==> src/rtl/scr1_memif_pkg.sv <==
// rtl/scr1_memif_pkg.sv - memory interface types and lane helpers
//   Contents: command/width/response enums, byte-enable generation,
//   read-lane extraction; shared by the imem and dmem controllers.
package scr1_memif_pkg;

    typedef enum logic {
        SCR1_MEM_CMD_RD = 1'b0,
        SCR1_MEM_CMD_WR = 1'b1
    } type_scr1_mem_cmd_e;

    typedef enum logic [1:0] {
        SCR1_MEM_WIDTH_BYTE  = 2'b00,
        SCR1_MEM_WIDTH_HWORD = 2'b01,
        SCR1_MEM_WIDTH_WORD  = 2'b10,
        SCR1_MEM_WIDTH_ERROR = 2'b11
    } type_scr1_mem_width_e;

    typedef enum logic [1:0] {
        SCR1_MEM_RESP_NOTRDY = 2'b00,
        SCR1_MEM_RESP_RDY_OK = 2'b01,
        SCR1_MEM_RESP_RDY_ER = 2'b10
    } type_scr1_mem_resp_e;

    // Byte write enables for an access of the given width at byte offset off.
    // The illegal width yields no enables.
    function automatic logic [3:0] scr1_be_gen(input logic [1:0] width,
                                               input logic [1:0] off);
        logic [3:0] be;
        case (width)
            SCR1_MEM_WIDTH_BYTE:  be = 4'b0001 << off;
            SCR1_MEM_WIDTH_HWORD: be = 4'b0011 << off;
            SCR1_MEM_WIDTH_WORD:  be = 4'b1111;
            default:              be = 4'b0000;
        endcase
        return be;
    endfunction

    // Pull the addressed lane out of a RAM word and right-align it,
    // zero-extending to the full data width.
    function automatic logic [31:0] scr1_rdata_align(input logic [1:0]  width,
                                                     input logic [1:0]  off,
                                                     input logic [31:0] rdata);
        logic [31:0] sh;
        logic [31:0] res;
        sh = rdata >> {off, 3'b000};
        case (width)
            SCR1_MEM_WIDTH_BYTE:  res = {24'b0, sh[7:0]};
            SCR1_MEM_WIDTH_HWORD: res = {16'b0, sh[15:0]};
            SCR1_MEM_WIDTH_WORD:  res = rdata;
            default:              res = 32'b0;
        endcase
        return res;
    endfunction

endpackage

==> src/rtl/scr1_dp_memory_dmem_ctrl.sv <==
// rtl/scr1_dp_memory_dmem_ctrl.sv - dmem initiator for TCM dual-port RAM port B
//   Ports: clk, rst_n (async, active low);
//   dmem_req/cmd/width/addr/wdata -> dmem_req_ack, dmem_rdata, dmem_resp (core side);
//   mem_ren/wen/web/addr/wdata -> RAM port B, mem_rdata <- RAM registered qb.
//   One access per cycle, response one cycle after accept.
module scr1_dp_memory_dmem_ctrl
    import scr1_memif_pkg::*;
#(
    parameter int          SCR1_WIDTH = 32,
    parameter logic [31:0] SCR1_SIZE  = 32'h0001_0000,
    parameter logic [31:0] SCR1_BASE  = 32'h0048_0000,
    parameter int          SCR1_AW    = $clog2(SCR1_SIZE)
) (
    input  logic               clk,
    input  logic               rst_n,
    input  logic               dmem_req,
    input  logic               dmem_cmd,
    input  logic [1:0]         dmem_width,
    input  logic [31:0]        dmem_addr,
    input  logic [31:0]        dmem_wdata,
    output logic               dmem_req_ack,
    output logic [31:0]        dmem_rdata,
    output logic [1:0]         dmem_resp,
    output logic               mem_ren,
    output logic               mem_wen,
    output logic [3:0]         mem_web,
    output logic [SCR1_AW-1:0] mem_addr,
    output logic [31:0]        mem_wdata,
    input  logic [31:0]        mem_rdata
);

    logic [31:0]         rel_addr;
    logic [1:0]          off;
    logic                misaligned;
    logic                outrange;
    logic                err;
    logic                drive;

    type_scr1_mem_resp_e resp_r;
    logic [1:0]          off_r;
    logic [1:0]          width_r;
    logic                cmd_r;

    // No backpressure: every request seen outside reset is taken.
    assign dmem_req_ack = rst_n;

    // Addresses below the base wrap to huge offsets and fail the range test.
    assign rel_addr   = dmem_addr - SCR1_BASE;
    assign off        = dmem_addr[1:0];
    assign outrange   = (rel_addr >= SCR1_SIZE);
    assign misaligned = ((dmem_width == SCR1_MEM_WIDTH_HWORD) && off[0])
                      || ((dmem_width == SCR1_MEM_WIDTH_WORD) && (off != 2'b00))
                      || (dmem_width == SCR1_MEM_WIDTH_ERROR);
    assign err        = misaligned | outrange;
    assign drive      = rst_n & dmem_req & ~err;

    always_comb begin
        mem_ren   = 1'b0;
        mem_wen   = 1'b0;
        mem_web   = 4'b0000;
        mem_addr  = '0;
        mem_wdata = 32'b0;
        if (drive) begin
            mem_addr = rel_addr[SCR1_AW-1:0];
            if (dmem_cmd == SCR1_MEM_CMD_WR) begin
                mem_wen   = 1'b1;
                mem_web   = scr1_be_gen(dmem_width, off);
                mem_wdata = dmem_wdata << {off, 3'b000};
            end else begin
                mem_ren   = 1'b1;
            end
        end
    end

    always_ff @(posedge clk or negedge rst_n) begin
        if (!rst_n) begin
            resp_r  <= SCR1_MEM_RESP_NOTRDY;
            off_r   <= 2'b00;
            width_r <= 2'b00;
            cmd_r   <= 1'b0;
        end else begin
            if (dmem_req) begin
                resp_r <= err ? SCR1_MEM_RESP_RDY_ER : SCR1_MEM_RESP_RDY_OK;
            end else begin
                resp_r <= SCR1_MEM_RESP_NOTRDY;
            end
            off_r   <= off;
            width_r <= dmem_width;
            cmd_r   <= dmem_cmd;
        end
    end

    assign dmem_resp = resp_r;

    // mem_rdata is the RAM's registered output, so it lines up with resp_r.
    always_comb begin
        dmem_rdata = 32'b0;
        if (rst_n && (resp_r == SCR1_MEM_RESP_RDY_OK) && (cmd_r == SCR1_MEM_CMD_RD)) begin
            dmem_rdata = scr1_rdata_align(width_r, off_r, mem_rdata);
        end
    end

endmodule

==> config.mk <==
export PLATFORM = sky130hd
export DESIGN_NAME = scr1_dp_memory_dmem_ctrl
export DESIGN_NICKNAME = d
export VERILOG_FILES = /design/src/rtl/scr1_memif_pkg.sv /design/src/rtl/scr1_dp_memory_dmem_ctrl.sv
export SDC_FILE = /design/constraint.sdc
export NUM_CORES = 1
export LEC_CHECK = 0
export CORE_UTILIZATION = 33
export DETAILED_ROUTE_END_ITERATION = 6
export MAX_ROUTING_LAYER = met4
export PLACE_DENSITY = 0.95
export SYNTH_ARGS = -nofsm -noshare
export SYNTH_HDL_FRONTEND = slang
export SYNTH_SLANG_ARGS = --single-unit
==> constraint.sdc <==
create_clock -name clk -period 6.58 [get_ports clk]
set_clock_uncertainty 0.05 [all_clocks]
set_input_delay 0.987 -clock clk [delete_from_list [all_inputs] [get_ports clk]]
set_output_delay 0.987 -clock clk [all_outputs]
set_load 0.01 [all_outputs]
==> impl_metrics.env, run 1 <==
export IMPL_startpoint_type="input port"
export IMPL_drt_iter0_drc=185
export IMPL_drive_above_1_share_pct=1.65
export IMPL_ctsRootBufferMaster="clkbuf_8"
export IMPL_p_switching_uw=82.1
export IMPL_ys_flop_type="dfrtp_1"
export IMPL_syn_inst=321
export IMPL_p_clk_share_pct=23.3
export IMPL_ant_nets=0
export IMPL_route_detailed_drc=0
export IMPL_cts_setup_buffers=0
export IMPL_dpl_instance_area_um2=3840
export IMPL_status="finished clean"
export IMPL_drt_first_pass_iters=4
export IMPL_cts_resized=0
export IMPL_p_int_uw=169
export IMPL_antenna_found_initial=0
export IMPL_timing_final_crit_period_ps=5730
export IMPL_design_die_area_um2=6270
export IMPL_p_per_area_nw_per_um2=64.4
export IMPL_peakVddDrop_uv=41.3
export IMPL_holdWs_ps=1010
export IMPL_synthArstFlopShare_pct=100
export IMPL_core_area_um2=5610
export IMPL_setup_ws_ps=848
export IMPL_start_util_pct=35.0
export IMPL_yosysUniqueCellTypes=33
export IMPL_combPwrFrac_pct=56.3
export IMPL_fmax_mhz=174
export IMPL_netSwitchingFraction_pct=32.8
export IMPL_hold_class="input port to asynchronous set/reset pin"
export IMPL_crit_type="input port to primary output"
export IMPL_p_leak_uw=0.00135
export IMPL_grt_max_degree=42
export IMPL_layout_commonest_cell="clkdlybuf4s50_1"
export IMPL_tightest_slew_ps=1180
export IMPL_fillers=450
export IMPL_fin_nets=589
export IMPL_io_buffers=190
export IMPL_cts_tree="built"
export IMPL_final_cell_mix="clkdlybuf4s50_1, nor2_1, nand2_1"
export IMPL_setup_viol=0
export IMPL_hold_viol_final=0
export IMPL_syn_area_per_cell_um2=6.12
export IMPL_seqPwrFrac_pct=20.4
export IMPL_cp_arrival_ps=4690
export IMPL_die_x_um=79.2
export IMPL_synth_edff_count=0
export IMPL_tns_ps=0
export IMPL_dpl_worst_slack_ps=827
export IMPL_grt_setup_unrepaired="no"
export IMPL_antenna_cells=0
export IMPL_cts_hold_buf=0
export IMPL_ys_seq_area_share_pct=8.92
export IMPL_wl_per_cell_um=15.6
export IMPL_grt_first_pass_wirelength_mm=13.4
export IMPL_rows=27
export IMPL_ys_ff_latch=7
export IMPL_hpwlAfterDp_mm=6.83
export IMPL_worst_ep_required_time_ps=5540
export IMPL_htreeDepth=1
export IMPL_routed_wl_mm=8.68
export IMPL_grt_pass1_vias=2854
export IMPL_fin_crit_sh_pct=87.1
export IMPL_maxSlewViolCount=0
export IMPL_numCtsBuffers=3
export IMPL_design_area_um2=3890
export IMPL_cp_end_kind="primary output"
export IMPL_overflow=0
export IMPL_cp_max_fo=29
export IMPL_syn_nets=424
export IMPL_ios=191
export IMPL_clock_sinks=7
export IMPL_cap_violations=0
export IMPL_track_usage_pct=27.4
export IMPL_relSlewSlack_pct=21.0
export IMPL_cts_clk_slew_worst_paths_ps=40
export IMPL_gp_congestion=0.926
export IMPL_netlist_area_um2=1960
export IMPL_clock_path_buffers=2
export IMPL_area_growth_pct=98.0
export IMPL_vias=3026
export IMPL_vias_per_cell=5.43
export IMPL_yosys_warnings=0
export IMPL_die_h_um=79.2
[synthesized netlist by cell type (2+ instances only)]
cell,number,area [um2]
a2111oi_0,8,70.1
a2111oi_1,3,30.0
a211o_1,2,17.5
a211oi_1,24,180
a21oi_1,19,95.1
a22oi_1,8,60.1
and2_1,18,113
buf_1,7,26.3
buf_4,5,37.5
clkbuf_1,19,71.3
dfrtp_1,7,175
inv_1,6,22.5
mux2i_1,24,240
nand2_1,37,139
nor2_1,51,191
nor2b_1,24,150
nor3_1,30,150
nor3b_1,2,15.0
o21ai_0,11,55.1
or3_1,3,18.8
[through the flow]
| step | instances | power, uW | util (%) |
|---|---|---|---|
| 2_1_floorplan | 321 | 108 | - |
| 3_3_place_gp | 553 | 187 | 68.6 |
| 3_5_place_dp | 553 | 191 | 68.6 |
| 4_1_cts | 557 | 251 | 69.4 |
| 5_1_grt | 557 | 266 | 69.4 |
| 6_report | 557 | 251 | 69.4 |
[worst max-delay path, cell delays in order]
cell,delay [ps]
clkdlybuf4s50_1,450
inv_1,80
ha_1,190
nand2b_1,130
a211o_1,300
a2111oi_0,740
o2111ai_4,580
buf_4,410
nor3_1,240
clkdlybuf4s50_1,590
[how the worst max path moves through the flow]
stage                             start             to
after floorplan           dmem_addr[19]  mem_wdata[24]
after global placement    dmem_addr[19]  mem_wdata[22]
after detailed placement  dmem_addr[19]  mem_wdata[23]
after CTS                 dmem_addr[19]  mem_wdata[23]
after global routing      dmem_addr[19]  mem_wdata[23]
final                     dmem_addr[19]  mem_wdata[23]
[cells by family (layout without fill, tap and decap cells)]
group	after synthesis	after routing	share of synthesized area [%]
AO/OA/AOI/OAI	78	78	27.3
XOR/XNOR	1	1	0.446
adder cells (fa/ha/maj)	1	1	0.637
buffers and inverters	39	203	8.85
flip-flops	7	7	8.92
multiplexers	24	24	12.2
AND/OR/NAND/NOR	171	171	41.7
[flip-flops by register name, summed over array words and instances (netlist names)]
register   count
width_r        2
cmd_r          1
off_r          2
dmem_resp      2
[power by group through the flow]
stage               sequential, uW  combinational, uW  clock, uW
floorplan                     47.1               61.4          0
detailed placement            51.3                140          0
finish                        51.1                141       58.5
CTS                           50.8                140       60.2
global route                  51.6                153       60.7
global placement              51.2                136          0
[per-layer routing]
| layer | wire length, um | share of wire, % | track usage (%) | up-vias |
|---|---|---|---|---|
| li1 | - | - | - | 1465 |
| met2 | 4700 | 54 | 51.3 | 156 |
| met5 | 0 | 0 | - | - |
| met3 | 637 | 7.3 | 3.45 | 18 |
| met1 | 3120 | 36 | 28.9 | 1387 |
| met4 | 218 | 2.5 | 11.1 | 0 |
[final cells by class]
type | instances | area, um2 | area share [%]
multi-input combinational | 275 | 1630 | 42.0
inverter | 6 | 22.5 | 0.579
timing repair buffer | 193 | 1920 | 49.5
sequential | 7 | 175 | 4.50
tap | 72 | 90.1 | 2.32
clock buffer | 4 | 45.0 | 1.16
No activity file was read; power rests on OpenSTA's default activity.
==> inputs of run 2 (changes only) <==
==> constraint.sdc (replaced) <==
create_clock -name clk -period 6.58 [get_ports clk]
set_clock_uncertainty 0.05 [all_clocks]
set_input_delay 1.316 -clock clk [delete_from_list [all_inputs] [get_ports clk]]
set_output_delay 1.316 -clock clk [all_outputs]
set_load 0.01 [all_outputs]
==> impl_metrics.env, run 2 (synthesis results as in run 1) <==
export IMPL_status="finished clean"
export IMPL_wl_per_cell_um=15.5
export IMPL_routed_wl_mm=8.70
export IMPL_crit_chain="clkdlybuf4s50_1, inv_1, ha_1, nand2b_1, a211o_1, a2111oi_0, buf_4, o2111ai_4, buf_4, nor3_1, clkdlybuf4s50_1"
export IMPL_grt_setup_unrepaired="no"
export IMPL_vias=3075
export IMPL_cp_max_fo=30
export IMPL_layout_commonest_cell="clkdlybuf4s50_1"
export IMPL_numCtsBuffers=3
export IMPL_io_buffers=190
export IMPL_crit_type="input port to primary output"
export IMPL_dpl_instance_area_um2=3870
export IMPL_cts_hold_buf=0
export IMPL_seqPwrFrac_pct=20.2
export IMPL_startpoint="dmem_addr[19]"
export IMPL_combPwrFrac_pct=56.9
export IMPL_clock_path_buffers=2
export IMPL_p_clk_share_pct=22.9
export IMPL_drive_above_1_share_pct=2.45
export IMPL_cts_tree="built"
export IMPL_peakVddDrop_uv=46.1
export IMPL_final_cell_mix="clkdlybuf4s50_1, nor2_1, nand2_1"
export IMPL_worst_ep_required_time_ps=5210
export IMPL_fillers=441
export IMPL_p_per_area_nw_per_um2=64.2
export IMPL_hold_viol_final=0
export IMPL_design_area_um2=3920
export IMPL_maxSlewViolCount=0
export IMPL_hpwlAfterDp_mm=6.99
export IMPL_start_util_pct=35.0
export IMPL_drt_first_pass_iters=5
export IMPL_cts_setup_buffers=0
export IMPL_gp_congestion=0.910
export IMPL_drt_iter0_drc=109
export IMPL_critPathSlowestCell="clkdlybuf4s50_1"
export IMPL_core_area_um2=5610
export IMPL_fin_crit_sh_pct=93.9
export IMPL_grt_first_pass_wirelength_mm=13.3
export IMPL_setup_viol=0
export IMPL_path_delay_family="buffers and inverters"
export IMPL_netSwitchingFraction_pct=32.8
export IMPL_vias_per_cell=5.48
export IMPL_rows=27
export IMPL_ant_nets=0
export IMPL_antenna_found_initial=0
export IMPL_clock_sinks=7
export IMPL_overflow=0
export IMPL_track_usage_pct=27.2
export IMPL_antenna_cells=0
export IMPL_fmax_mhz=162
export IMPL_cp_end_kind="primary output"
export IMPL_cp_arrival_ps=4820
export IMPL_slowest_delay_ps=630
export IMPL_design_die_area_um2=6270
export IMPL_startpoint_type="input port"
export IMPL_htreeDepth=1
export IMPL_die_x_um=79.2
export IMPL_fin_nets=593
export IMPL_tightest_slew_ps=1100
export IMPL_grt_pass1_vias=2907
export IMPL_cts_clk_slew_worst_paths_ps=40
export IMPL_timing_final_crit_period_ps=6180
export IMPL_path_buf_inv=5
export IMPL_hold_class="input port to asynchronous set/reset pin"
export IMPL_grt_max_degree=39
export IMPL_ios=191
export IMPL_tns_ps=0
export IMPL_ctsRootBufferMaster="clkbuf_8"
export IMPL_area_growth_pct=99.6
export IMPL_p_switching_uw=82.4
export IMPL_p_int_uw=169
export IMPL_cts_resized=0
export IMPL_route_detailed_drc=0
export IMPL_relSlewSlack_pct=26.8
export IMPL_die_h_um=79.2
export IMPL_p_leak_uw=0.00136
export IMPL_cap_violations=0
## run 2: metrics by stage
stage / total power [uW] / worst slack, ps / std cells / utilization [%] / hold WS (ps)
after global routing: 267 / 189 / 561 / 69.9 / 1380
after global placement: 188 / 672 / 557 / 69.1 / 1570
after detailed placement: 193 / 497 / 557 / 69.1 / 1580
after floorplan: 108 / 1910 / 321 / - / 970
final: 252 / 398 / 561 / 69.9 / 1330
after CTS: 252 / 497 / 561 / 69.9 / 1340
## run 2: final cells by class
cell class              count  area, um2  area share (%)
multi-input cells         275       1630            41.7
repair buffers            197       1950            49.9
inverters                   6       22.5           0.575
flip-flops and latches      7        175            4.47
well taps                  72       90.1            2.30
clock buffers               4       45.0            1.15
## run 2: routing by layer
metal	vias to the layer above	GRT usage [%]	part of all wire, %
li1	1487	-	-
met3	30	4.02	7.2
met4	0	13.5	3.8
met2	151	50.7	52
met1	1407	27.5	37
met5	-	-	0
## run 2: how the worst max path moves through the flow
| stage | to | slack, ps | depth (start not counted) |
|---|---|---|---|
| after floorplan | mem_wdata[24] | 1910 | 8 |
| after global placement | mem_wdata[6] | 670 | 11 |
| after detailed placement | mem_wdata[15] | 500 | 11 |
| after CTS | mem_wdata[15] | 500 | 11 |
| after global routing | mem_wdata[15] | 190 | 11 |
| final | mem_wdata[15] | 400 | 11 |
## run 2: power groups by stage
stage / Sequential, uW / Clock [uW] / Combinational (uW)
after floorplan: 47.1 / 0 / 61.4
after global placement: 51.1 / 0 / 137
after detailed placement: 51.1 / 0 / 142
after CTS: 50.6 / 59.2 / 142
after global routing: 51.2 / 60.7 / 155
final: 50.8 / 57.6 / 143
==> inputs of run 3 (changes only) <==
Settings changed: CAP_MARGIN set to 20, MAX_ROUTING_LAYER met4 to not set.
==> impl_metrics.env, run 3 (synthesis results as in run 1) <==
export IMPL_crit_type="input port to primary output"
export IMPL_setup_ws_ps=418
export IMPL_tns_ps=0
export IMPL_dpl_worst_slack_ps=497
export IMPL_cts_resized=0
export IMPL_grt_pass1_vias=2909
export IMPL_design_die_area_um2=6270
export IMPL_peakVddDrop_uv=46.0
export IMPL_overflow=0
export IMPL_antenna_cells=0
export IMPL_io_buffers=190
export IMPL_ant_nets=0
export IMPL_gp_congestion=0.894
export IMPL_hold_viol_final=0
export IMPL_layout_commonest_cell="clkdlybuf4s50_1"
export IMPL_drt_first_pass_iters=4
export IMPL_setup_viol=0
export IMPL_htreeDepth=1
export IMPL_area_growth_pct=99.9
export IMPL_clock_sinks=7
export IMPL_grt_setup_unrepaired="no"
export IMPL_status="finished clean"
export IMPL_p_leak_uw=0.00137
export IMPL_relSlewSlack_pct=39.4
export IMPL_wl_per_cell_um=15.5
export IMPL_rows=27
export IMPL_p_per_area_nw_per_um2=64.3
export IMPL_clock_path_buffers=2
export IMPL_drt_iter0_drc=120
export IMPL_fin_crit_sh_pct=93.7
export IMPL_ios=191
export IMPL_die_x_um=79.2
export IMPL_fmax_mhz=162
export IMPL_fin_nets=594
export IMPL_die_h_um=79.2
export IMPL_cp_arrival_ps=4800
export IMPL_antenna_found_initial=0
export IMPL_cts_tree="built"
export IMPL_fillers=441
export IMPL_grt_first_pass_wirelength_mm=13.3
export IMPL_hold_class="input port to asynchronous set/reset pin"
export IMPL_maxSlewViolCount=0
export IMPL_startpoint_type="input port"
export IMPL_start_util_pct=35.0
export IMPL_numCtsBuffers=3
export IMPL_tightest_slew_ps=909
export IMPL_grt_max_degree=39
export IMPL_track_usage_pct=26.4
export IMPL_drive_above_1_share_pct=2.65
export IMPL_cts_setup_buffers=0
export IMPL_timing_final_crit_period_ps=6160
export IMPL_hpwlAfterDp_mm=6.99
export IMPL_cts_hold_buf=0
export IMPL_cap_violations=0
export IMPL_route_detailed_drc=0
export IMPL_power_uw=252
export IMPL_cp_end_kind="primary output"
export IMPL_core_area_um2=5610
export IMPL_routed_wl_mm=8.72
export IMPL_vias=3100
export IMPL_cp_max_fo=30
export IMPL_final_cell_mix="clkdlybuf4s50_1, nor2_1, nand2_1"
export IMPL_ctsRootBufferMaster="clkbuf_8"
export IMPL_vias_per_cell=5.52
export IMPL_cts_clk_slew_worst_paths_ps=40
export IMPL_worst_ep_required_time_ps=5210
==> run 3: cell types whose count changed in the layout (fill, tap and decap cells not counted), sizes merged <==
cell,delta
buf,+1
==> run 3: worst max-delay path by stage <==
stage	start	endpoint	slack, ps	depth (start not counted)
after floorplan	dmem_addr[19]	mem_wdata[24]	1910	8
after global placement	dmem_addr[19]	mem_wdata[6]	670	11
after detailed placement	dmem_addr[19]	mem_wdata[15]	500	11
after CTS	dmem_addr[19]	mem_wdata[15]	500	11
after global routing	dmem_addr[19]	mem_wdata[15]	240	11
final	dmem_addr[19]	mem_wdata[15]	420	11
==> run 3: cell type report <==
cell class / instances / area [um2] / share of cell area, %
Timing Repair Buffer: 198 / 1960 / 50.0
Clock buffer: 4 / 45.0 / 1.15
Inverter: 6 / 22.5 / 0.573
Tap cell: 72 / 90.1 / 2.29
Sequential cell: 7 / 175 / 4.46
Multi-Input combinational cell: 275 / 1630 / 41.6
==> run 3: report_power, final <==
group	total (uW)	switching [uW]	internal, uW
registers	50.8	5.74	45.1
logic	144	61.0	82.8
clock network	57.7	16.0	41.7
==> run 3: worst max-delay path, cell delays in order <==
cell and delay, ps:
clkdlybuf4s50_1 450, inv_1 90, ha_1 210, nand2b_1 130, a211o_1 300, a2111oi_0 390
buf_4 190, o2111ai_4 390, buf_4 390, nor3_1 290, clkdlybuf4s50_1 620
==> run 3: routing by layer <==
metal	share of wire [%]	GRT usage [%]
met5	0	0
met4	3.6	13.1
met3	8.8	5.98
met2	52	51.0
met1	35	26.0
==> run 3: through the flow <==
step	utilization (%)	hold slack, ps	cells	area, um2
2_1_floorplan	-	970	321	1960
3_3_place_gp	69.1	1570	557	3870
3_5_place_dp	69.1	1580	557	3870
4_1_cts	69.9	1340	561	3920
5_1_grt	70.0	1380	562	3930
6_report	70.0	1330	562	3930
